==> config.mk <==
export PLATFORM = sky130hd
export DESIGN_NAME = wb_stage
export DESIGN_NICKNAME = d
export VERILOG_FILES = /design/src/rtl/wb_stage.sv
export SDC_FILE = /design/constraint.sdc
export NUM_CORES = 1
export LEC_CHECK = 0
export ABC_AREA = 1
export ABC_CLOCK_PERIOD_IN_PS = 1500
export CAP_MARGIN = 25
export CORE_AREA = 2 2 131 133
export DETAILED_ROUTE_END_ITERATION = 10
export DIE_AREA = 0 0 133 135
export PLACE_DENSITY = 0.74
export REMOVE_ABC_BUFFERS = 1
export SLEW_MARGIN = 20
export SYNTH_ARGS = -nofsm -noshare
export SYNTH_HDL_FRONTEND = slang
export SYNTH_SLANG_ARGS = --single-unit
==> constraint.sdc <==
create_clock -name clk -period 1.5 [get_ports clk]
set_input_delay 0.3 -clock clk [delete_from_list [all_inputs] [get_ports clk]]
set_output_delay 0.3 -clock clk [all_outputs]
set_load 0.01 [all_outputs]
==> src/rtl/wb_stage.sv <==
// wb_stage: writeback merge of main-pipeline and long-latency results into one registered RF write.
// Latency: pipeline result 1 cycle to rf_we; long-latency result at least 2 cycles (buffered, no bypass).
// Backpressure: ll_ready drops when the FIFO is full; ll_starve asks upstream for a pipeline bubble.
//
// Ports: clk/rst_n (async active-low); pipe_* main-pipeline result; ll_* long-latency handshake;
//        rf_we/rf_rd/rf_wdata registered RF write; rd_*_addr/rf_*_data raw RF reads; fwd_*_data read results.
// Optional feature: define WB_BYPASS_EN to forward the in-flight write onto the read ports.
module wb_stage #(
    parameter int DATA_W     = 32,
    parameter int ADDR_W     = 5,
    parameter int LL_DEPTH   = 2,
    parameter int STARVE_LIM = 8
) (
    input  logic              clk,
    input  logic              rst_n,
    input  logic              pipe_valid,
    input  logic [ADDR_W-1:0] pipe_rd,
    input  logic [DATA_W-1:0] pipe_data,
    input  logic              ll_valid,
    output logic              ll_ready,
    input  logic [ADDR_W-1:0] ll_rd,
    input  logic [DATA_W-1:0] ll_data,
    output logic              ll_starve,
    output logic              rf_we,
    output logic [ADDR_W-1:0] rf_rd,
    output logic [DATA_W-1:0] rf_wdata,
    input  logic [ADDR_W-1:0] rd_a_addr,
    input  logic [ADDR_W-1:0] rd_b_addr,
    input  logic [DATA_W-1:0] rf_a_data,
    input  logic [DATA_W-1:0] rf_b_data,
    output logic [DATA_W-1:0] fwd_a_data,
    output logic [DATA_W-1:0] fwd_b_data
);
    localparam int PTR_W = (LL_DEPTH > 1) ? $clog2(LL_DEPTH) : 1;
    localparam int CNT_W = PTR_W + 1;
    localparam int STV_W = $clog2(STARVE_LIM + 1);
    localparam logic [CNT_W-1:0] DEPTH_C = CNT_W'(LL_DEPTH);
    localparam logic [STV_W-1:0] LIM_C   = STV_W'(STARVE_LIM);

    logic [LL_DEPTH-1:0] entLive;
    logic [ADDR_W-1:0]   entRd   [LL_DEPTH];
    logic [DATA_W-1:0]   entData [LL_DEPTH];
    logic [PTR_W-1:0]    headPtr, tailPtr;
    logic [CNT_W-1:0]    count;
    logic [STV_W-1:0]    starveCnt, starveNext;

    logic pipeWr, fifoEmpty, llAccept, doPush, doPop;

    // rd==0 is never written, so such a pipeline result leaves the port to the FIFO.
    assign pipeWr    = pipe_valid && (pipe_rd != '0);
    assign fifoEmpty = (count == '0);
    assign doPop     = !pipeWr && !fifoEmpty;

    assign ll_ready  = rst_n && (count < DEPTH_C);
    assign llAccept  = ll_valid && ll_ready;
    // A same-cycle pipeline write to the same register is newer, so the ll result is dropped.
    assign doPush    = llAccept && (ll_rd != '0) && !(pipeWr && (pipe_rd == ll_rd));

    always_ff @(posedge clk or negedge rst_n) begin
        if (!rst_n) begin
            entLive <= '0;
            for (int i = 0; i < LL_DEPTH; i++) begin
                entRd[i]   <= '0;
                entData[i] <= '0;
            end
        end else begin
            // Kill every buffered result the pipeline write overtakes.
            for (int i = 0; i < LL_DEPTH; i++) begin
                if (pipeWr && (entRd[i] == pipe_rd)) begin
                    entLive[i] <= 1'b0;
                end
            end
            if (doPop) begin
                entLive[headPtr] <= 1'b0;
            end
            // Push cannot target the head slot while a pop is live (not full, not empty).
            if (doPush) begin
                entLive[tailPtr] <= 1'b1;
                entRd[tailPtr]   <= ll_rd;
                entData[tailPtr] <= ll_data;
            end
        end
    end

    always_ff @(posedge clk or negedge rst_n) begin
        if (!rst_n) begin
            headPtr <= '0;
            tailPtr <= '0;
            count   <= '0;
        end else begin
            if (doPop) begin
                headPtr <= headPtr + PTR_W'(1);
            end
            if (doPush) begin
                tailPtr <= tailPtr + PTR_W'(1);
            end
            if (doPush && !doPop) begin
                count <= count + CNT_W'(1);
            end else if (doPop && !doPush) begin
                count <= count - CNT_W'(1);
            end
        end
    end

    // Non-empty without a pop can only mean the pipeline won the port; saturate at the limit.
    always_comb begin
        starveNext = starveCnt;
        if (fifoEmpty || doPop) begin
            starveNext = '0;
        end else if (starveCnt < LIM_C) begin
            starveNext = starveCnt + STV_W'(1);
        end
    end

    always_ff @(posedge clk or negedge rst_n) begin
        if (!rst_n) begin
            starveCnt <= '0;
            ll_starve <= 1'b0;
        end else begin
            starveCnt <= starveNext;
            ll_starve <= (starveNext >= LIM_C);
        end
    end

    // rf_rd/rf_wdata hold their last value while rf_we is low.
    always_ff @(posedge clk or negedge rst_n) begin
        if (!rst_n) begin
            rf_we    <= 1'b0;
            rf_rd    <= '0;
            rf_wdata <= '0;
        end else if (pipeWr) begin
            rf_we    <= 1'b1;
            rf_rd    <= pipe_rd;
            rf_wdata <= pipe_data;
        end else if (doPop && entLive[headPtr]) begin
            rf_we    <= 1'b1;
            rf_rd    <= entRd[headPtr];
            rf_wdata <= entData[headPtr];
        end else begin
            rf_we    <= 1'b0;
        end
    end

`ifdef WB_BYPASS_EN
    // Covers the cycle where the RF array has not yet absorbed the registered write.
    assign fwd_a_data = (rf_we && (rf_rd == rd_a_addr) && (rd_a_addr != '0)) ? rf_wdata : rf_a_data;
    assign fwd_b_data = (rf_we && (rf_rd == rd_b_addr) && (rd_b_addr != '0)) ? rf_wdata : rf_b_data;
`else
    // Read indices only matter when forwarding is built.
    logic unusedRdAddr;
    assign unusedRdAddr = ^{rd_a_addr, rd_b_addr};
    assign fwd_a_data   = rf_a_data;
    assign fwd_b_data   = rf_b_data;
`endif

endmodule

After elaboration in Yosys (flattened, before gate mapping)
Index checks and enable logic that the tools add are counted.
{"block": "word_totals", "register_bits": 123, "latch_bits": 0, "ram_bits": 0, "rom_bits": 0, "in_bits": 152, "out_inout_bits": 104, "wordCells": 94, "mem_count": 0}
{"block": "op_classes", "addsub": 5, "n_mul": 0, "div": 0, "magnitude_cmp": 10, "n_eq_ne": 3, "shifts": 0, "mux": 32, "bitwise": 5, "reduce_logical": 26}
{"operator": "2-to-1 mux 32 bit", "count": 6}
{"operator": "bitwise mux 64 bit", "count": 1}
{"operator": "demux 32 bit (select 1 bit)", "count": 1}
{"operator": "2-to-1 mux 5 bit", "count": 6}
{"operator": "equality test 5 bit", "count": 3}
{"operator": "logical AND 1 bit", "count": 15}
{"operator": "bitwise mux 10 bit", "count": 1}
{"operator": "nonzero test 5 bit", "count": 2}
{"operator": "2-to-1 mux 1 bit", "count": 8}
{"operator": "2-to-1 mux 2 bit", "count": 4}
{"operator": "2-to-1 mux 4 bit", "count": 2}
{"operator": "demux 5 bit (select 1 bit)", "count": 1}
{"operator": "zero test 1 bit", "count": 5}
{"operator": "adder 4 x 1 -> 4 bit (second input constant)", "count": 1}
{"operator": "greater-or-equal comparator 2 bit (second input constant)", "count": 2}
{"operator": "greater-or-equal comparator 4 bit (second input constant)", "count": 1}
{"operator": "less-than comparator 1 x 2 -> 1 bit (second input constant)", "count": 2}
{"operator": "less-than comparator 4 bit (second input constant)", "count": 1}
{"operator": "inverter 1 -> 2 bit", "count": 2}
{"operator": "nonzero test 2 bit", "count": 2}
{"operator": "adder 1 bit (second input constant)", "count": 2}
{"operator": "adder 2 x 1 -> 2 bit (second input constant)", "count": 1}
{"operator": "bitwise AND 2 bit", "count": 1}
{"operator": "demux 1 bit (select 1 bit)", "count": 2}
{"operator": "8 further kinds", "count": 9}

Depth between registers and ports, before layout
Gate-level depths: netlist (run 1).
{"block": "logic_depth", "ltp_word": 9, "ltp_mapped": 13, "depth_no_buf": 12}

Worst setup path before layout (run 1)
OpenSTA, ideal clock, no wires.
{"block": "synth_path", "kind": "input to register", "start": "in pipe_rd[2]", "end": "reg count[1]", "setup_ps": 131, "arrival_time_ps": 1822, "required_ps": 1369, "slack_ps": -453, "stages": 13, "path_buffers": 2, "cell_sequence": "buf_2 -> nor2_1 -> nand3_1 -> nand2_2 -> inv_2 -> nand3_4 -> buf_4 -> nand2_1 -> inv_1 -> ha_1 -> a21oi_1 -> o21ai_0 -> xor2_1"}
{"block": "synth_between", "elab_chain_cells": 8, "word_cells_on_any_way": 14, "classes_between": "eq/ne (1); mux (1); reduce/logical (12)"}
{"element": "from (decl)", "line_no": "17", "rtl": "input logic [ADDR_W-1:0] pipe_rd,"}
{"element": "nonzero test 5 bit", "line_no": "50", "rtl": "assign pipeWr = pipe_valid && (pipe_rd != '0);"}
{"element": "logical AND 1 bit", "line_no": "50"}
{"element": "logical AND 1 bit", "line_no": "57", "rtl": "assign doPush = llAccept && (ll_rd != '0) && !(pipeWr && (pipe_rd == ll_rd));"}
{"element": "zero test 1 bit", "line_no": "57"}
{"element": "logical AND 1 bit", "line_no": "57"}
{"element": "zero test 1 bit", "line_no": "99", "rtl": "end else if (doPop && !doPush) begin"}
{"element": "logical AND 1 bit", "line_no": "99"}
{"element": "nonzero test 2 bit (no line)"}
{"element": "to (signal assigned)", "line_no": "98", "rtl": "count <= count + CNT_W'(1);"}
{"element": "to (signal assigned)", "line_no": "100", "rtl": "count <= count - CNT_W'(1);"}
{"element": "to (decl)", "line_no": "44", "rtl": "logic [CNT_W-1:0] count;"}
Several ways; a longest one is shown, not always the timed one.
A chain may end at the register's enable or synchronous reset.

Worst setup path in the final report (run 1)
{"block": "layout_path", "start": "reg count[1]", "end": "reg entData[40] (netlist name)"}
{"block": "layout_between", "elab_chain_cells": 5}
{"element": "less-than comparator 2 bit", "line_no": "54", "rtl": "assign ll_ready = rst_n && (count < DEPTH_C);"}
{"element": "logical AND 1 bit", "line_no": "54"}
{"element": "logical AND 1 bit", "line_no": "55", "rtl": "assign llAccept = ll_valid && ll_ready;"}
{"element": "logical AND 1 bit (2 in a row)", "line_no": "57"}
{"element": "to (signal, indexed assignment)", "line_no": "80", "rtl": "entData[tailPtr] <= ll_data;"}
{"element": "to (decl)", "line_no": "42", "rtl": "logic [DATA_W-1:0] entData [LL_DEPTH];"}
Every way passes these cells.

==> impl_results.md, run 1 <==
- CP startpoint kind: flop
- Initial antenna violation count: 0
- Dpl ws: -0.7198 ns
- Synth area leader: dfrtp_1
- DR vias/cell: 5.663
- Cells after DPL: 1016
- Area Growth Syn to Fin: 45.46%
- Max Freq: 597.5 MHz
- WP data required: 1.80 ns
- Num ports: 256
- Critical path class: flop to flop
- Grt total ovfl: 0
- Skew final: 0.01063 ns
- Mean Syn Cell Area: 8.597 sq um
- MaxCap Viol Count: 0
- GP Congestion: 0.8019
- Hold Path Class: primary input to async pin
- Sink Count: 123
- Max H-tree Level: 4
- Critical path fanouts, max: 5
- #FFs+latches synth: 123
- GRT Util Overall: 0.2824
- RSZ-0062 raised after global routing: true
- Worst-Skew Late Latency: 0.42 ns
- Gate count after technology mapping: 752
- Area of the multi-input gates: 3038 sq um
- CTS root buffer: clkbuf_16
- CP Data Arrival Time: 1.98 ns
- Peak supply drop: 1.063 mV
- Via count: 6156
- Setup ws final: -0.1737 ns
- # port buffers: 117
- Fill count: 1408
- Min cycle time layout: 1.674 ns
- Seq. cell area: 3080 sq um
- DRC viols: 0
- Final Max Slew Viols: 0
- Standby leakage power: 0.004362 uW
- Largest net degree at the start of global routing: 70
- Hpwl dp: 15610 um
- Power Density: 1818 nW/um^2
- Failing checks: setup timing
- Synth area leaders: dfrtp_1 (48%), nand2_1 (13%), buf_4 (7.8%), nand4_1 (7.3%), nand3_1 (6.1%)
- Slowest stage cell, crit path: dfrtp_1
- Outcome: complete, but fails checks
- Crit share post-route: 1.116
- Routed wire length: 25830 um
- NumNets Final: 1011
- Final hold vios: 0
- Die area: 17960 sq um
- FP Rows: 47
- Starting DRT DRC Count: 492
- Yosys warns: 0
- First-pass GRT wire length: 37080 um
- Routed Antenna Nets: 0
- Crit-path cells: nor2_2 > buf_4 > nand3_2 > inv_2 > buf_6 > buf_6 > nand3_4 > buf_4 > clkbuf_16 > nand2_1 > nand2_1
- Clock buffer depth: 2
- CP top delay family: buffers and inverters
- Share of Yosys cell area claimed by the top area cell type: 0.4761
- Diode count: 0
- Headroom to the max-slew limit: 0.3933
- Worst path max stage delay: 0.39 ns
- Die X: 133 um
- Initial Utilization: 0.3940
- WP buf/inv: 6
- Vias in the first global route: 5905
- Non-filler cells, final: 1087
- CTS Buf Count: 17
- Post-synthesis cell type count: 25
- Seq/Total Area, Yosys: 0.4761
- CTS tree: done
- Clk pin slew, worst setup/hold paths: 0.06 ns
- Worst Tran Pin Value: 0.9101 ns
- Post-Syn Area: 6465 sq um
- Die H: 135 um
- Final Setup Violations: 106
- Drt wl/cell: 23.76 um
- Core ar.: 16410 sq um
- Share of post-route cells with drive strength above 1: 0.3149
- Pre-Repair DR Iteration Count: 4
- Endpoint class of the critical path: flop
-- where the power goes --
group / internal [uW] / leakage, uW / switching, uW
Clock: 2300 / 0.000259 / 1380
Combinational: 3630 / 0.00257 / 3870
Sequential: 4780 / 0.00153 / 1130
Total: 10700 / 0.00436 / 6390
-- tightest hold or removal path: stages --
cell and delay [ns]:
buf_4 0.08, buf_4 0.09, buf_4 0.53
-- flip-flops by register name, summed over array words and instances (netlist names) --
register   count
count          2
entData       64
entLive        2
entRd         10
headPtr        1
ll_starve      1
rf_rd          5
rf_wdata      32
rf_we          1
starveCnt      4
tailPtr        1
-- placed cells by master, fill, tap and decap left out, types with 2 or more instances in the layout --
| cell | Yosys | final |
|---|---|---|
| nand2_1 | 216 | 132 |
| clkbuf_1 | 27 | 5 |
| or2_1 | 9 | 9 |
| buf_12 | 0 | 14 |
| buf_16 | 0 | 10 |
| inv_4 | 0 | 2 |
| nor3_1 | 4 | 3 |
| or2_2 | 26 | 26 |
| nand3_4 | 1 | 3 |
| inv_1 | 11 | 9 |
| nand4_1 | 75 | 75 |
| o2111ai_4 | 0 | 3 |
| o21ai_0 | 4 | 3 |
| dfrtp_2 | 0 | 2 |
| nor2_1 | 8 | 4 |
| dfrtp_1 | 123 | 121 |
| clkinv_2 | 0 | 2 |
| clkbuf_16 | 0 | 22 |
| nand2_2 | 1 | 63 |
| nor2_2 | 0 | 4 |
| xor2_1 | 12 | 12 |
| nand3_2 | 2 | 8 |
| dlygate4sd2_1 | 0 | 49 |
| nand2_4 | 0 | 22 |
| buf_4 | 67 | 42 |
| buf_8 | 0 | 4 |
| a21oi_1 | 7 | 5 |
| inv_2 | 8 | 6 |
| clkdlybuf4s50_1 | 0 | 66 |
| o2111ai_1 | 34 | 22 |
| xnor2_1 | 2 | 2 |
| o211ai_1 | 3 | 3 |
| clkbuf_8 | 0 | 5 |
| buf_6 | 9 | 20 |
| o2111ai_2 | 0 | 9 |
| nand3_1 | 79 | 71 |
-- repair_timing --
action / CTS / global route
hold buffers: 0 / 0
cloned: 15 / 6
endpoints found under the setup margin: 125 / 117
buffers inserted: 21 / 9
pin swaps: 20 / 26
gates resized for setup: 143 / 97
-- metrics by stage --
stage,power [uW],utilization,hold slack [ns],instance area [sq um],TNS (ns)
final,17090,0.5732,0.09331,9404,-9.458
after global routing,18020,0.5732,0.1568,9404,-14.99
after CTS,16030,0.5474,0.1189,8981,-5.511
after detailed placement,11360,0.4648,0.4508,7626,-62.02
after global placement,11190,0.4648,0.4453,7626,-55.12
after floorplan,8373,-,0.004409,5660,-207.72
-- routing by layer --
layer  up-vias  wire (um)  global-route usage
li1       2733          -                   -
met3        36       3625              0.1749
met2       376      11130              0.4018
met5         -        259              0.1139
met1      3003      10390              0.3476
met4         8        419             0.08005
-- path summary, 6_finish.rpt --
| path | start | to | cells after the start | slack [ns] |
|---|---|---|---|---|
| setup / recovery | count[1]$_DFFE_PN0P_ | entData[40]$_DFFE_PN0P_ | 11 | -0.17 |
| hold / removal | rst_n | starveCnt[1]$_DFF_PN0_ | 3 | 0.09 |
| setup reg to reg | count[1]$_DFFE_PN0P_ | entData[40]$_DFFE_PN0P_ | 11 | -0.17 |
| hold reg to reg | entData[19]$_DFFE_PN0P_ | entData[19]$_DFFE_PN0P_ | 2 | 0.47 |
| max in group asynchronous | rst_n | tailPtr$_DFFE_PN0N_ | 3 | 0.67 |
| min in group clk | ll_rd[0] | entRd[0]$_DFFE_PN0P_ | 4 | 0.43 |
-- final cells by class --
type | count | area share
clock buffers | 27 | 0.05455
clock inverters | 2 | 0.001064
inverters | 19 | 0.008914
multi-input cells | 485 | 0.3230
flip-flops and latches | 123 | 0.3276
well taps | 220 | 0.02927
repair buffers | 211 | 0.2556
-- cell usage after synthesis, drive strengths merged --
cell	count
inv	19
o21ai	4
clkbuf	27
buf	98
nand4	75
xor2	12
nor2	8
ha	2
nand3	82
xnor2	2
a21oi	7
nand2	217
or2	35
o211ai	3
o2111ai	34
dfrtp	123
nor3	4
-- kinds of logic (layout without fill, tap and decap cells) --
group | count (synthesis) | after routing | synth area share
xor+xnor | 14 | 14 | 0.01897
buf+inv | 144 | 259 | 0.1355
fa+ha+maj | 2 | 2 | 0.003870
simple gates | 421 | 421 | 0.3075
flops | 123 | 123 | 0.4761
compound gates | 48 | 48 | 0.05806
Power figures use the tool's default switching activity.
==> run 2, diff against run 1 <==
--- a/config.mk
+++ b/config.mk
@@ -7,11 +7,10 @@
 export LEC_CHECK = 0
 export ABC_AREA = 1
 export ABC_CLOCK_PERIOD_IN_PS = 1500
-export CAP_MARGIN = 25
-export CORE_AREA = 2 2 131 133
+export CORE_AREA = 2 2 107 161
 export DETAILED_ROUTE_END_ITERATION = 10
-export DIE_AREA = 0 0 133 135
-export PLACE_DENSITY = 0.74
+export DIE_AREA = 0 0 109 163
+export PLACE_DENSITY = 0.75
 export REMOVE_ABC_BUFFERS = 1
 export SLEW_MARGIN = 20
 export SYNTH_ARGS = -nofsm -noshare
==> impl_results.md, run 2 (synthesis results as in run 1) <==
- CP top delay family: flip-flops (was buffers and inverters)
- Crit share post-route: 1.064 (was 1.116)
- Clock buffer depth: 2 (unchanged)
- Max Freq: 626.5 MHz (was 597.5 MHz)
- Die H: 163 um (was 135 um)
- Non-filler cells, final: 1056 (was 1087)
- MaxCap Viol Count: 0 (unchanged)
- Crit-path cells: nor2_2 > buf_4 > nand3_2 > inv_2 > nand2_2 > inv_2 > ha_4 > a21oi_2 > o21ai_1 > xor2_1 (was nor2_2 > buf_4 > nand3_2 > inv_2 > buf_6 > buf_6 > nand3_4 > buf_4 > clkbuf_16 > nand2_1 > nand2_1)
- Most frequent cells in the layout: nand2_1 (172), dfrtp_1 (121), nand4_1 (75), nand3_1 (71), clkdlybuf4s50_1 (66) (was nand2_1 (132), dfrtp_1 (121), nand4_1 (75), nand3_1 (71), clkdlybuf4s50_1 (66))
- Core ar.: 16470 sq um (was 16410 sq um)
- Top Registers: entData: 64 flops, rf_wdata: 32 flops, entRd: 10 flops (unchanged)
- Max H-tree Level: 4 (unchanged)
- First-pass GRT wire length: 35380 um (was 37080 um)
- Die area: 17770 sq um (was 17960 sq um)
- FP Rows: 58 (was 47)
- CTS root buffer: clkbuf_16 (unchanged)
- Critical path class: flop to flop (unchanged)
- RR Endpoint: count[1]$_DFFE_PN0P_ (was entData[40]$_DFFE_PN0P_)
- CP startpoint kind: flop (unchanged)
- Via count: 6031 (was 6156)
- Power Density: 1870 nW/um^2 (was 1818 nW/um^2)
- Critical path fanouts, max: 2 (was 5)
- Routed Antenna Nets: 0 (unchanged)
- Share of post-route cells with drive strength above 1: 0.2612 (was 0.3149)
- CTS Buf Count: 17 (unchanged)
- GRT met3 Usage: 0.2089 (was 0.1749)
- Min cycle time layout: 1.596 ns (was 1.674 ns)
- Post-DP Area: 7620 sq um (was 7626 sq um)
- Biggest register: entData (unchanged)
- Hpwl dp: 17170 um (was 15610 um)
- NumNets Final: 988 (was 1011)
- WP buf/inv: 3 (was 6)
- Area Growth Syn to Fin: 40.60% (was 45.46%)
- Cells after DPL: 1003 (was 1016)
- Vias in the first global route: 5557 (was 5905)
- Worst Tran Pin Value: 0.9407 ns (was 0.9101 ns)
- Num ports: 256 (unchanged)
- Starting DRT DRC Count: 537 (was 492)
- RSZ-0062 raised after global routing: true (unchanged)
- Slowest stage cell, crit path: dfrtp_1 (unchanged)
- Skew final: 0.009985 ns (was 0.01063 ns)
- Worst path max stage delay: 0.41 ns (was 0.39 ns)
- R2R setup slack: -0.1 ns (was -0.17 ns)
- Diode count: 0 (unchanged)
- Pre-Repair DR Iteration Count: 5 (was 4)
- Finished Cell Area: 9090 sq um (was 9404 sq um)
- GRT Util Overall: 0.2765 (was 0.2824)
- Routed wire length: 26340 um (was 25830 um)
- Grt total ovfl: 0 (unchanged)
- Hold Path Class: primary input to async pin (unchanged)
- Clk pin slew, worst setup/hold paths: 0.05 ns (was 0.06 ns)
- CTS tree: done (unchanged)
- Final Setup Violations: 80 (was 106)
- Final core utilization: 0.5518 (was 0.5732)
- CP dominant cell by count: inv_2
- Worst-case reg-to-reg path depth: 10 (was 11)
- Worst-Skew Late Latency: 0.41 ns (was 0.42 ns)
- WP data required: 1.79 ns (was 1.80 ns)
- Met1 Use GR: 0.2840 (was 0.3476)
- # port buffers: 117 (unchanged)
- Gr busiest metal: met2 (unchanged)
- Final Max Slew Viols: 0 (unchanged)
- Failing checks: setup timing (unchanged)
- Commonest non-fill, non-tap cell in the layout: nand2_1 (unchanged)
- Die X: 109 um (was 133 um)
- Headroom to the max-slew limit: 0.3728 (was 0.3933)
- Met2 Usage GRT: 0.4077 (was 0.4018)
- GP Congestion: 0.9171 (was 0.8019)
- Post-CTS Hold Buffers: 0 (unchanged)
- Setup ws final: -0.09627 ns (was -0.1737 ns)
- Initial Utilization: 0.3925 (was 0.3940)
- Largest net degree at the start of global routing: 74 (was 70)
- Max reg flops: 64 (unchanged)
- Setup TNS Final: -3.577 ns (was -9.458 ns)
- Final hold vios: 0 (unchanged)
- Initial antenna violation count: 1 (was 0)
- Outcome: complete, but fails checks (unchanged)
- Dpl ws: -0.7915 ns (was -0.7198 ns)
- Endpoint class of the critical path: flop (unchanged)
- Sink Count: 123 (unchanged)
- Peak supply drop: 0.8542 mV (was 1.063 mV)
- Drt wl/cell: 24.95 um (was 23.76 um)
- DRC viols: 0 (unchanged)
- Standby leakage power: 0.004202 uW (was 0.004362 uW)
- Worst r2r src: count[1]$_DFFE_PN0P_ (unchanged)
- CP Data Arrival Time: 1.89 ns (was 1.98 ns)
- DR vias/cell: 5.711 (was 5.663)
-- run 2: cell type report --
class                      count  area (sq um)
fill                        1437          7383
sequential                   123          3080
multi-input combinational    485          3007
timing repair buffer         188          2095
clock buffer                  24         481.7
tap                          210         262.8
clock inverter                 7         90.09
inverter                      19         73.82
-- run 2: worst min-delay path, stage by stage --
cell and delay (ns):
buf_6 0.08, buf_4 0.11, buf_4 0.51
-- run 2: where the power goes --
| group | internal, uW | total (uW) | switching (uW) |
|---|---|---|---|
| Sequential | 4780 | 5860 | 1080 |
| Combinational | 3230 | 7150 | 3920 |
| Clock | 2560 | 4000 | 1440 |
-- run 2: worst max-delay path by stage --
stage / from / end / slack [ns] / cells past startpoint
floorplan: headPtr$_DFFE_PN0P_ / rf_rd[0]$_DFFE_PN0P_ / -2.04 / 6
global placement: ll_rd[3] / count[1]$_DFFE_PN0P_ / -0.73 / 10
detailed placement: pipe_rd[0] / count[1]$_DFFE_PN0P_ / -0.79 / 11
CTS: count[1]$_DFFE_PN0P_ / count[1]$_DFFE_PN0P_ / -0.05 / 10
global route: count[1]$_DFFE_PN0P_ / entData[23]$_DFFE_PN0P_ / -0.16 / 9
finish: count[1]$_DFFE_PN0P_ / count[1]$_DFFE_PN0P_ / -0.1 / 10
-- run 2: per-layer routing --
layer | wire [um] | part of all wire
met1 | 8124 | 0.31
met2 | 12270 | 0.47
met3 | 4469 | 0.17
met4 | 1328 | 0.050
met5 | 150 | 0.0057
-- run 2: through the flow --
step | power, uW | hold WS, ns
final | 17000 | 0.1103
after global routing | 17910 | 0.1553
after CTS | 15480 | 0.1316
after detailed placement | 11400 | 0.4506
after global placement | 11250 | 0.4451
after floorplan | 8373 | 0.004409
-- run 2: what timing repair did --
action	in CTS	in global routing
pin swaps	6	23
gates resized for setup	74	105
setup endpoints to repair	144	118
cloned	3	12
setup buffers	5	2
